File: src/rtl/bin2bcd_seq_if.sv
// Request/result bundle for bin2bcd_seq. blank_mask exists only when
// BIN2BCD_BLANK_EN is defined.
interface bin2bcd_seq_if #(
    parameter int WIDTH  = 8,
    parameter int DIGITS = 3
);
    logic                  start;
    logic [WIDTH-1:0]      bin_in;
    logic                  busy;
    logic                  done;
    logic [4*DIGITS-1:0]   bcd_out;
`ifdef BIN2BCD_BLANK_EN
    logic [DIGITS-1:0]     blank_mask;

    modport master (output start, bin_in, input busy, done, bcd_out, blank_mask);
    modport slave  (input start, bin_in, output busy, done, bcd_out, blank_mask);
`else
    modport master (output start, bin_in, input busy, done, bcd_out);
    modport slave  (input start, bin_in, output busy, done, bcd_out);
`endif
endinterface

File: src/rtl/bin2bcd_seq.sv
// Sequential double-dabble binary-to-BCD converter, one bit per cycle.
// Define BIN2BCD_BLANK_EN to add the registered leading-zero blank_mask output.
module bin2bcd_seq #(
    parameter int WIDTH  = 8,
    parameter int DIGITS = 3
) (
    input  logic              clk,
    input  logic              rst,
    bin2bcd_seq_if.slave      bus
);
    localparam int CNT_W = $clog2(WIDTH + 1);
    localparam int BCD_W = 4 * DIGITS;

    localparam logic [1:0] ST_IDLE  = 2'd0;
    localparam logic [1:0] ST_SHIFT = 2'd1;
    localparam logic [1:0] ST_DONE  = 2'd2;

    localparam logic [CNT_W-1:0] LAST_BIT = CNT_W'(WIDTH - 1);

    logic [1:0]       state_q, state_d;
    logic [WIDTH-1:0] shift_q, shift_d;
    logic [BCD_W-1:0] scratch_q, scratch_d, scratch_adj;
    logic [CNT_W-1:0] cnt_q, cnt_d;
    logic [BCD_W-1:0] bcd_q, bcd_d;
    logic             done_q, done_d;

    // Add-3 correction so each digit carries into the next one after the shift.
    always_comb begin
        scratch_adj = scratch_q;
        for (int i = 0; i < DIGITS; i++) begin
            if (scratch_q[4*i +: 4] >= 4'd5)
                scratch_adj[4*i +: 4] = scratch_q[4*i +: 4] + 4'd3;
        end
    end

    always_comb begin
        // NOTE: every output gets a default first so no path leaves one unassigned, which would infer a latch.
        state_d   = state_q;
        shift_d   = shift_q;
        scratch_d = scratch_q;
        cnt_d     = cnt_q;
        bcd_d     = bcd_q;
        done_d    = 1'b0;
        case (state_q)
            ST_IDLE: begin
                if (bus.start) begin
                    shift_d   = bus.bin_in;
                    scratch_d = '0;
                    cnt_d     = '0;
                    state_d   = ST_SHIFT;
                end
            end
            ST_SHIFT: begin
                scratch_d = {scratch_adj[BCD_W-2:0], shift_q[WIDTH-1]};
                shift_d   = {shift_q[WIDTH-2:0], 1'b0};
                cnt_d     = cnt_q + CNT_W'(1);
                if (cnt_q == LAST_BIT)
                    state_d = ST_DONE;
            end
            ST_DONE: begin
                bcd_d   = scratch_q;
                done_d  = 1'b1;
                state_d = ST_IDLE;
            end
            default: state_d = ST_IDLE;
        endcase
    end

    // NOTE: non-blocking assignments make every register sample pre-edge values, independent of statement order.
    always_ff @(posedge clk or posedge rst) begin
        if (rst) begin
            state_q   <= ST_IDLE;
            shift_q   <= '0;
            scratch_q <= '0;
            cnt_q     <= '0;
            bcd_q     <= '0;
            done_q    <= 1'b0;
        end else begin
            state_q   <= state_d;
            shift_q   <= shift_d;
            scratch_q <= scratch_d;
            cnt_q     <= cnt_d;
            bcd_q     <= bcd_d;
            done_q    <= done_d;
        end
    end

    assign bus.busy    = (state_q != ST_IDLE);
    assign bus.done    = done_q;
    assign bus.bcd_out = bcd_q;

`ifdef BIN2BCD_BLANK_EN
    logic [DIGITS-1:0] blank_q, blank_d;
    logic              zero_above;

    // Walk from the top digit down; a digit blanks only while everything above it is zero.
    always_comb begin
        blank_d    = blank_q;
        zero_above = 1'b1;
        if (state_q == ST_DONE) begin
            for (int i = DIGITS - 1; i >= 1; i--) begin
                zero_above = zero_above && (scratch_q[4*i +: 4] == 4'd0);
                blank_d[i] = zero_above;
            end
            blank_d[0] = 1'b0;
        end
    end

    always_ff @(posedge clk or posedge rst) begin
        if (rst)
            blank_q <= {{(DIGITS-1){1'b1}}, 1'b0};
        else
            blank_q <= blank_d;
    end

    assign bus.blank_mask = blank_q;
`endif
endmodule

File: src/flat_wrapper.sv
// flat-port wrapper written by rule: the top's interface ports become plain ports
module bin2bcd_seq_flat 
#(
    parameter int WIDTH  = 8,
    parameter int DIGITS = 3
)
  (clk, rst, bus_start, bus_bin_in, bus_busy, bus_done, bus_bcd_out);
  bin2bcd_seq_if #(.WIDTH(WIDTH), .DIGITS(DIGITS)) bus_i ();
  input  logic clk;
  input  logic rst;
  input wire logic [$bits(bus_i.start)-1:0] bus_start;
  input wire logic [$bits(bus_i.bin_in)-1:0] bus_bin_in;
  output wire logic [$bits(bus_i.busy)-1:0] bus_busy;
  output wire logic [$bits(bus_i.done)-1:0] bus_done;
  output wire logic [$bits(bus_i.bcd_out)-1:0] bus_bcd_out;
  assign bus_i.start = bus_start;
  assign bus_i.bin_in = bus_bin_in;
  assign bus_busy = bus_i.busy;
  assign bus_done = bus_i.done;
  assign bus_bcd_out = bus_i.bcd_out;
  bin2bcd_seq #(.WIDTH(WIDTH), .DIGITS(DIGITS)) u_core (.clk(clk), .rst(rst), .bus(bus_i));
endmodule
File: config.mk
export PLATFORM = sky130hd
export DESIGN_NAME = bin2bcd_seq_flat
export DESIGN_NICKNAME = d
export VERILOG_FILES = /design/src/rtl/bin2bcd_seq_if.sv /design/src/rtl/bin2bcd_seq.sv /design/src/flat_wrapper.sv
export SDC_FILE = /design/constraint.sdc
export NUM_CORES = 1
export LEC_CHECK = 0
export CAP_MARGIN = 20
export CORE_MARGIN = 4
export CORE_UTILIZATION = 54
export CTS_CLUSTER_DIAMETER = 80
export CTS_CLUSTER_SIZE = 14
export DETAILED_ROUTE_END_ITERATION = 8
export PLACE_DENSITY_LB_ADDON = 0.2
export SLEW_MARGIN = 10
export SYNTH_ARGS = -nofsm -noshare
export SYNTH_HDL_FRONTEND = slang
export SYNTH_SLANG_ARGS = --single-unit
export TNS_END_PERCENT = 1
File: constraint.sdc
create_clock -name clk -period 1.75 [get_ports clk]
set_input_delay 0.525 -clock clk [delete_from_list [all_inputs] [get_ports clk]]
set_output_delay 0.525 -clock clk [all_outputs]
set_load 0.005 [all_outputs]
==> results of run 1 <==
cell families (layout without fill, tap and decap cells):
group | count (synthesis) | count (layout)
compound gates | 60 | 60
fa+ha+maj | 7 | 7
simple gates | 41 | 41
xor+xnor | 2 | 2
flops | 39 | 39
mux | 2 | 2
buf+inv | 26 | 55
synthesized netlist by cell type:
cell,count,area [µm²]
o21ai_0,23,115
clkbuf_2,2,10.0
o32ai_1,2,17.5
nor2b_1,4,25.0
o311ai_0,3,26.3
dfrtp_1,39,976
mux2_2,2,22.5
a21oi_1,1,5.00
o21a_1,3,22.5
ha_1,7,87.6
o31ai_1,3,22.5
clkbuf_1,2,7.51
nand3_1,1,5.00
nor2_1,3,11.3
xnor2_1,2,17.5
a22o_1,3,26.3
inv_1,15,56.3
nand2_1,28,105
nand2b_1,2,12.5
o221ai_1,3,26.3
a32o_1,4,40.0
a22oi_1,7,52.6
o21bai_2,1,11.3
or2_2,1,6.26
o2111ai_1,6,52.6
nor3_1,1,5.00
and2b_1,1,7.51
o21ba_2,1,10.0
buf_2,6,30.0
buf_4,1,7.51
placed cells by master, fill, tap and decap left out, types with 2 or more instances in the layout:
| cell | count |
|---|---|
| nand2b_1 | 2 |
| nand2_1 | 28 |
| inv_1 | 15 |
| nor2_1 | 3 |
| o221ai_1 | 3 |
| a22oi_1 | 7 |
| mux2_2 | 2 |
| ha_1 | 7 |
| buf_4 | 7 |
| o31ai_1 | 3 |
| clkdlybuf4s50_1 | 10 |
| a32o_1 | 4 |
| nor2b_1 | 4 |
| dfrtp_1 | 39 |
| xnor2_1 | 2 |
| dlymetal6s2s_1 | 12 |
| clkbuf_4 | 5 |
| o2111ai_1 | 6 |
| o32ai_1 | 2 |
| a22o_1 | 3 |
| o21a_1 | 3 |
| o311ai_0 | 3 |
| o21ai_0 | 23 |
final cells by class:
class                      count  area [µm²]
clock inverter                 2        35.0
tap                           44        55.1
sequential                    39         976
fill                         236         885
multi-input combinational    112         733
inverter                      15        56.3
clock buffer                   6        51.3
timing repair buffer          32         337
repair_timing:
item,4_1_cts,5_1_grt
endpoints found under the setup margin,2,12
buffers inserted,0,3
resized for setup,5,12
tightest hold or removal path: cells and delay by family, from the launching register on:
kind | cells | cell delay (ps)
compound gates | 1 | 50
flops | 1 | 360
simple gates | 1 | 40
power breakdown:
part | internal, mW | leakage, nW | switching (mW) | total, mW
registers | 1.26 | 0.512 | 0.240 | 1.50
logic | 0.808 | 0.629 | 0.920 | 1.73
clock network | 0.338 | 0.0482 | 0.302 | 0.639
worst min path at each step:
stage	depth (start not counted)	from	end	slack, ps
global placement	2	u_core.bus.bcd_out[6]	u_core.bus.bcd_out[6]	460
finish	2	u_core.bus.bcd_out[8]	u_core.bus.bcd_out[8]	480
CTS	2	u_core.bus.bcd_out[4]	u_core.bus.bcd_out[4]	500
floorplan	2	u_core.shift_q[7]	u_core.scratch_q[0]	450
global route	2	u_core.bus.bcd_out[5]	u_core.bus.bcd_out[5]	500
detailed placement	2	u_core.bus.bcd_out[4]	u_core.bus.bcd_out[4]	470
state kept, by name, indices dropped and copies added, names as in the netlist:
register / flops
u_core.scratch_q: 12
u_core.bus.bcd_out: 12
u_core.bus.done: 1
u_core.state_q: 2
u_core.cnt_q: 4
u_core.shift_q: 8
metrics by stage:
stage	total power, mW	setup slack (ps)	cell area, µm²
after floorplan	2.68	268	1820
after global placement	3.14	-69.1	2110
after detailed placement	3.23	-161	2110
after CTS	3.86	0.00722	2190
after global routing	4.17	43.3	2240
final	3.87	76.6	2240
layer usage:
layer  up-vias  global-route usage, %  part of all wire (%)
met2        53                   29.2                    46
met3         6                   4.25                   5.7
met4         0                   6.09                   1.3
met1       692                   22.4                    47
met5         -                      0                     0
li1        685                      -                     -
==> summary.md, run 1 <==
| Metric | Value |
|---|---|
| Final Core Density | `71.7%` |
| Final Skew | `6.84 ps` |
| Share of layout cells above drive strength 1 | `10.7%` |
| Cell count of the worst reg-to-reg path | `5` |
| Worst Setup EP | `bus_busy` |
| CP top delay family | `flip-flops` |
| Largest family of logic cells by synthesized area | `compound AO/OA/AOI/OAI gates` |
| Initial antenna violation count | `0` |
| Hold buffers post-CTS | `0` |
| Fmax | `598 MHz` |
| Drt total wl | `3600 µm` |
| Number of buffers created by CTS | `5` |
| Post-synthesis sequential area ratio | `53.6%` |
| Status | `finished, final reports clean` |
| Final setup vio count | `0` |
| Synthesis-stage register bit count | `39` |
| Minimum clock period after layout | `~1700 ps` |
| Ys Warns | `0` |
| Synth Area in Compound Gates | `23.5%` |
| ANT cells | `0` |
| Via count | `1436` |
| VDD IR max | `approximately 1.0 mV` |
| Hold crit path type | `reg2reg` |
| H-tree depth | `2` |
| Reg-to-reg startpoint | `u_core.scratch_q[4]` |
| Die X | `66.1 µm` |
| Mux share of post-synthesis cell area | `1.24%` |
| Routed Antenna Nets | `0` |
| Hold slack | `a little under 500 ps` |
| Post-synthesis share of cell area spent on xor and xnor gates | `0.962%` |
| Relative slew slack | `56.9%` |
| First-pass iteration count of the detailed router | `5` |
| Placement Rows | `20` |
| Final period utilization | `95.6%` |
| Dpl cells | `239` |
| Clock Path Buffers | `2` |
| Fraction of the mapped netlist area in adder cells | `about 4.8%` |
| CTS tree | `built` |
| Hpwl dp | `2450 µm` |
| Final Hold Viols | `0` |
| DIE HEIGHT | `66.1 µm` |
| Vias in the first global route | `roughly 1400` |
| GRT Resource Usage Total | `17.6%` |
| Overflow after GRT | `0` |
| Syn Nets | `between 150 and 200` |
| Wire per inst | `14.4 µm` |
| Synth unique cells | `30` |
| RSZ-0062 raised after global routing | `no` |
| Max-slew violations | `0` |
| Post-detailed-route DRC marker count | `0` |
| Critical Path AT | `between 1000 and 1500 ps` |
| Worst path depth | `2` |
| R2R Path End | `u_core.scratch_q[6]` |
| Vias per cell | `~5.7` |
| Io pins | `25` |
| Mapped Cells | `177` |
| Layout Cells excl Fill | `250` |
| Startpoint Class | `register` |
| Critical Path Max Stage Delay | `390 ps` |
| R2R Setup Slk | `180 ps` |
| CP Capture Type | `output port` |
| Lkg Pwr | `approximately 1.2 nW` |
| Die area | `4360 µm²` |
| Setup_tns | `0 ps` |
| Crit path kind | `reg2out` |
| Post-synthesis simple-gate area fraction | `under 10%` |
| Power Density | `1720 nW/µm²` |
| CP Cell Sequence | `or2_2 -> buf_2` |
| Initial core utilization | `58.2%` |
| Worst skew pair latency | `350 ps` |
| Area delta synth->final | `23.2%` |
| Max Cap Viol | `0` |
| NumNets Final | `between 200 and 250` |
| Clock Sinks | `39` |
| Syn_area_per_cell | `10.3 µm²` |
| Crit Path Max Fanout | `2` |
| First-pass GRT wire length | `slightly below 6000 µm` |
| Clock Tree Root | `clkbuf_4` |
| Final estimated routing congestion in global placement | `0.728` |
| Clock transition at the registers of the reported paths | `120 ps` |
| Synthesized cell area | `1820 µm²` |
| Critical Path Start | `u_core.state_q[1]` |
| Initial drt markers | `60` |
| Critical-path top delay cell | `dfrtp_1` |
| Req. time, crit path | `~1200 ps` |
| WP buf/inv | `1` |
| Worst slew pin tran | `645 ps` |
| Core Area | `3130 µm²` |
| Number of I/O port buffers | `24` |
| Largest net degree at the start of global routing | `40` |
Note: power is estimated with default switching activity, not from simulation.
==> run 2, diff against run 1 <==
CORE_UTILIZATION = 45   (was 54)
MAX_ROUTING_LAYER = met4   (was not set)
==> run 2 against run 1 <==
Fmax down 0.19%. Clock power down 16%. Count of clock-buffer cells in the layout unchanged. Hold slack worse by 0.55 ps. Clock skew down 2.5 ps. Flip-flop and latch count unchanged. First-iteration DRC count up 32%. Critical path depth unchanged. Final cell count up 0.40%. Final area down 1.8%. Setup slack worse by 3.2 ps.
==> summary.md, run 2 (synthesis results as in run 1) <==
| Metric | Value |
|---|---|
| Final Skew | `4.31 ps` |
| Via count | `1380` |
| Clock Path Buffers | `2` |
| Die area | `5130 µm²` |
| VDD IR max | `0.800 mV` |
| Final period utilization | `between 90% and 100%` |
| Area delta synth->final | `21.0%` |
| PnR worst setup slack | `73.4 ps` |
| FF+latch area | `976 µm²` |
| Vias per cell | `5.50` |
| Post-detailed-route DRC marker count | `0` |
| Routed Antenna Nets | `0` |
| Max-slew violations | `0` |
| First-pass iteration count of the detailed router | `4` |
| Clock Tree Root | `clkbuf_8` |
| CP Capture Type | `output port` |
| Largest net degree at the start of global routing | `40` |
| Commonest cells after routing, fill and taps aside | `39 x dfrtp_1, 28 x nand2_1, 23 x o21ai_0, 23 x clkdlybuf4s50_1, 15 x inv_1` |
| Worst skew pair latency | `280 ps` |
| Wire per inst | `roughly 14 µm` |
| Minimum clock period after layout | `1680 ps` |
| Pre-CTS setup slack | `-133 ps` |
| Layout Cells excl Fill | `251` |
| Area of the multi-input gates | `approximately 730 µm²` |
| Initial antenna violation count | `0` |
| Io pins | `25` |
| GRT Resource Usage Total | `16.3%` |
| Crit Path Max Fanout | `2` |
| Vias in the first global route | `1442` |
| CTS tree | `built` |
| Final Core Density | `58.4%` |
| Startpoint Class | `register` |
| DIE HEIGHT | `71.6 µm` |
| Req. time, crit path | `around 1200 ps` |
| Initial drt markers | `79` |
| Hpwl dp | `2540 µm` |
| Final Hold Viols | `0` |
| Hold crit path type | `reg2reg` |
| Final estimated routing congestion in global placement | `0.776` |
| H-tree depth | `2` |
| ANT cells | `0` |
| Lkg Pwr | `between 0.9 and 1 nW` |
| Critical-path top delay cell | `dfrtp_1` |
| Status | `finished, final reports clean` |
| RSZ-0062 raised after global routing | `no` |
| Max Cap Viol | `0` |
| Overflow after GRT | `0` |
| Clock transition at the registers of the reported paths | `70 ps` |
| Drt total wl | `~3500 µm` |
| Number of buffers created by CTS | `5` |
| Critical Path AT | `roughly 1200 ps` |
| Core Area | `3770 µm²` |
| Crit path kind | `reg2out` |
| Fill cells | `between 300 and 400` |
| Share of layout cells above drive strength 1 | `8.37%` |
| Placement Rows | `22` |
| CP top delay family | `flip-flops` |
| Most common cell after layout, fill and taps aside | `dfrtp_1` |
| Die X | `71.6 µm` |
| Relative slew slack | `67.2%` |
| Initial core utilization | `roughly 48%` |
| Number of I/O port buffers | `24` |
| Final setup vio count | `0` |
| WP buf/inv | `1` |
| CP Cell Sequence | `or2_2 -> clkdlybuf4s15_1` |
| Clock Sinks | `39` |
| NumNets Final | `222` |
| First-pass GRT wire length | `around 6400 µm` |
| Critical Path Max Stage Delay | `370 ps` |
| Power Density | `~1700 nW/µm²` |
| Worst slew pin tran | `493 ps` |
| Fmax | `596 MHz` |
| Dpl cells | `245` |
| Post-CTS setup buffers | `0` |
run 2: changes by cell type in the layout (fill, tap and decap cells not counted), sizes merged:
| cell | previous run | this run |
|---|---|---|
| clkdlybuf4s15 | 0 | 1 |
| clkdlybuf4s50 | 10 | 23 |
| dlygate4sd2 | 1 | 0 |
| dlymetal6s2s | 12 | 0 |
| buf | 9 | 7 |
| clkinv | 1 | 0 |
| bufinv | 1 | 0 |
run 2: path summary, 6_finish.rpt:
check | cells past startpoint | from | slack (ps) | to
max in group asynchronous | 3 | rst | 970 | u_core.bus.bcd_out[6]
hold reg to reg | 2 | u_core.bus.bcd_out[6] | 480 | u_core.bus.bcd_out[6]
setup reg to reg | 5 | u_core.scratch_q[0] | 150 | u_core.scratch_q[2]
hold / removal | 2 | u_core.bus.bcd_out[6] | 480 | u_core.bus.bcd_out[6]
min in group asynchronous | 3 | rst | 580 | u_core.scratch_q[1]
setup / recovery | 2 | u_core.state_q[1] | 70 | bus_busy
run 2: area by class of cell:
type,count,area share (%)
Inverter,15,2.56
Clock buffer,6,3.29
Multi-Input combinational cell,112,33.3
Timing Repair Buffer,31,13.9
Sequential cell,39,44.3
Tap cell,48,2.73
run 2: through the flow:
stage	instance area, µm²	hold WS [ps]	total power [mW]	TNS, ps
5_1_grt	2200	498	4.13	0
3_5_place_dp	2130	471	3.28	-817
3_3_place_gp	2130	464	3.16	-348
2_1_floorplan	1820	450	2.68	0
6_report	2200	480	3.79	0
4_1_cts	2200	486	3.82	0
run 2: routing by layer:
metal,wire length (µm),GRT usage [%]
met1,1640,20.5
met5,0,-
met2,1650,24.5
met4,23,6.47
met3,197,4.91
run 2: power by group:
part           total [mW]  internal (mW)  switching [mW]
Combinational        1.74          0.832           0.909
Sequential           1.51           1.27           0.240
Clock               0.539          0.265           0.273
run 2: what timing repair did:
item,CTS,global route
hold buffers,0,0
cloned,0,0
gates resized for setup,1,1
setup endpoints to repair,1,1
run 2: worst min-delay path, delay by kind of cell (launching register included):
kind,cells,cell delay [ps]
AOI/OAI and AO/OA,1,60
DFF,1,340
and+or+nand+nor,1,40
==> run 3, diff against run 2 <==
clock period = 2.05 ns   (was 1.75 ns; I/O delays follow)
==> run 3 against run 2 <==
Final area up 0.23%. Count of clock-buffer cells in the layout unchanged. Total power is 13% lower. Hold slack got worse by 1.6 ps. Final cell count rose by 0.40%. Register-to-register slack better by 310 ps. Core utilization up 0.13 points. Non-clock buffer count unchanged. Global-route usage down 0.96 points. Setup slack improved by 220 ps. Critical endpoint is now bus_bcd_out[1]. Combinational power shrank 14%.
==> summary.md, run 3 (synthesis results as in run 1) <==
| Metric | Value |
|---|---|
| WP buf/inv | `1` |
| Sequential Power Share | `between 30% and 40%` |
| Final period utilization | `85.5%` |
| Via count | `1388` |
| CP top delay family | `buffers and inverters` |
| Relative slew slack | `66.6%` |
| Hold buffers post-CTS | `0` |
| Power Density | `1490 nW/µm²` |
| Die X | `71.6 µm` |
| VDD IR max | `0.672 mV` |
| Post-CTS setup buffers | `0` |
| Critical Path AT | `1140 ps` |
| Most common cell after layout, fill and taps aside | `dfrtp_1` |
| Routed Antenna Nets | `0` |
| Clock Sinks | `39` |
| Max Cap Viol | `0` |
| Layout Cells excl Fill | `252` |
| Fill cells | `roughly 300` |
| PnR worst setup slack | `around 300 ps` |
| Critical Path Max Stage Delay | `510 ps` |
| Max-slew violations | `0` |
| Sw frac | `37.6%` |
| Crit Path Max Fanout | `2` |
| ANT cells | `0` |
| Worst slew pin tran | `501 ps` |
| CTS tree | `built` |
| Clock power share | `around 15%` |
| Core Area | `3770 µm²` |
| Startpoint Class | `register` |
| Vias per cell | `5.51` |
| Die area | `5130 µm²` |
| Final Hold Viols | `0` |
| Share of layout cells above drive strength 1 | `a little under a tenth` |
| Number of buffers created by CTS | `5` |
| Total power draw | `3.29 mW` |
| Hold slack | `479 ps` |
| Hpwl dp | `2540 µm` |
| Final Skew | `5.98 ps` |
| Hold crit path type | `reg2reg` |
| Req. time, crit path | `1430 ps` |
| Io pins | `25` |
| Initial antenna violation count | `0` |
| Int Power | `2.05 mW` |
| RSZ-0062 raised after global routing | `no` |
| Drt total wl | `3600 µm` |
| First-pass iteration count of the detailed router | `4` |
| First-pass GRT wire length | `6080 µm` |
| Lkg Pwr | `about 0.97 nW` |
| CP Capture Type | `output port` |
| Post-detailed-route DRC marker count | `0` |
| NumNets Final | `222` |
| GRT Resource Usage Total | `15.3%` |
| Pre-CTS setup slack | `188 ps` |
| Overflow after GRT | `0` |
| DIE HEIGHT | `71.6 µm` |
| Minimum clock period after layout | `approximately 1800 ps` |
| Setup_tns | `0 ps` |
| Wire per inst | `between 10 and 15 µm` |
| Fmax | `571 MHz` |
| Crit path kind | `reg2out` |
| Critical-path top delay cell | `clkdlybuf4s50_1` |
| H-tree depth | `2` |
| Area of the multi-input gates | `between 700 and 800 µm²` |
| Status | `finished, final reports clean` |
| CP Cell Sequence | `clkdlybuf4s50_1` |
| Clock transition at the registers of the reported paths | `70 ps` |
| Number of I/O port buffers | `24` |
| Combinational power share | `45.4%` |
| Initial core utilization | `48.3%` |
| Commonest cells after routing, fill and taps aside | `39 x dfrtp_1, 28 x nand2_1, 23 x o21ai_0, 23 x clkdlybuf4s50_1, 15 x inv_1` |
| Final setup vio count | `0` |
| PostCTS Resize Cnt | `0` |
| Net load switching power | `about 1.2 mW` |
| FF+latch area | `about 980 µm²` |
| R2R Setup Slk | `roughly 460 ps` |
| Placement Rows | `22` |
| Dpl cells | `245` |
| Clock Path Buffers | `2` |
| Clock Tree Root | `clkbuf_8` |
| Vias in the first global route | `1349` |
| Worst skew pair latency | `280 ps` |
| Largest net degree at the start of global routing | `40` |
| Final estimated routing congestion in global placement | `between 0.7 and 0.8` |
| Area delta synth->final | `21.3%` |
| Initial drt markers | `64` |
run 3: per-layer routing:
metal  vias to the layer above  global-route usage, %  routed length (µm)
met3                         6                   4.21                 234
li1                        681                      -                   -
met5                         -                      -                   0
met2                        53                   24.7                1700
met1                       648                   18.4                1620
met4                         0                   5.43                  48
run 3: power by group through the flow:
stage                     clock (mW)  sequential [mW]  combinational (mW)
final                          0.504             1.29                1.50
after global routing           0.554             1.33                1.66
after CTS                      0.520             1.29                1.50
after detailed placement           0             1.30                1.49
after global placement             0             1.28                1.42
after floorplan                    0             1.26                1.02
run 3: through the flow:
| stage | utilization [%] | instance area, µm² |
|---|---|---|
| finish | 58.6 | 2210 |
| global placement | 56.2 | 2120 |
| floorplan | - | 1820 |
| global route | 58.6 | 2210 |
| CTS | 58.5 | 2210 |
| detailed placement | 56.2 | 2120 |
run 3: worst paths after layout:
| kind | from | endpoint | depth (start not counted) |
|---|---|---|---|
| worst max register to register | u_core.scratch_q[0] | u_core.scratch_q[2] | 5 |
| max in group asynchronous | rst | u_core.scratch_q[7] | 3 |
| worst max-delay path | u_core.bus.bcd_out[1] | bus_bcd_out[1] | 1 |
| worst min-delay path | u_core.bus.bcd_out[10] | u_core.bus.bcd_out[10] | 2 |
| worst min register to register | u_core.bus.bcd_out[10] | u_core.bus.bcd_out[10] | 2 |
| min in group asynchronous | rst | u_core.scratch_q[2] | 3 |
run 3: area by class of cell:
class	count	share of cell area, %
Sequential cell	39	44.2
Multi-Input combinational cell	112	33.2
Timing Repair Buffer	31	13.4
Clock buffer	6	3.74
Tap cell	48	2.72
Inverter	15	2.55
Clock inverter	1	0.227
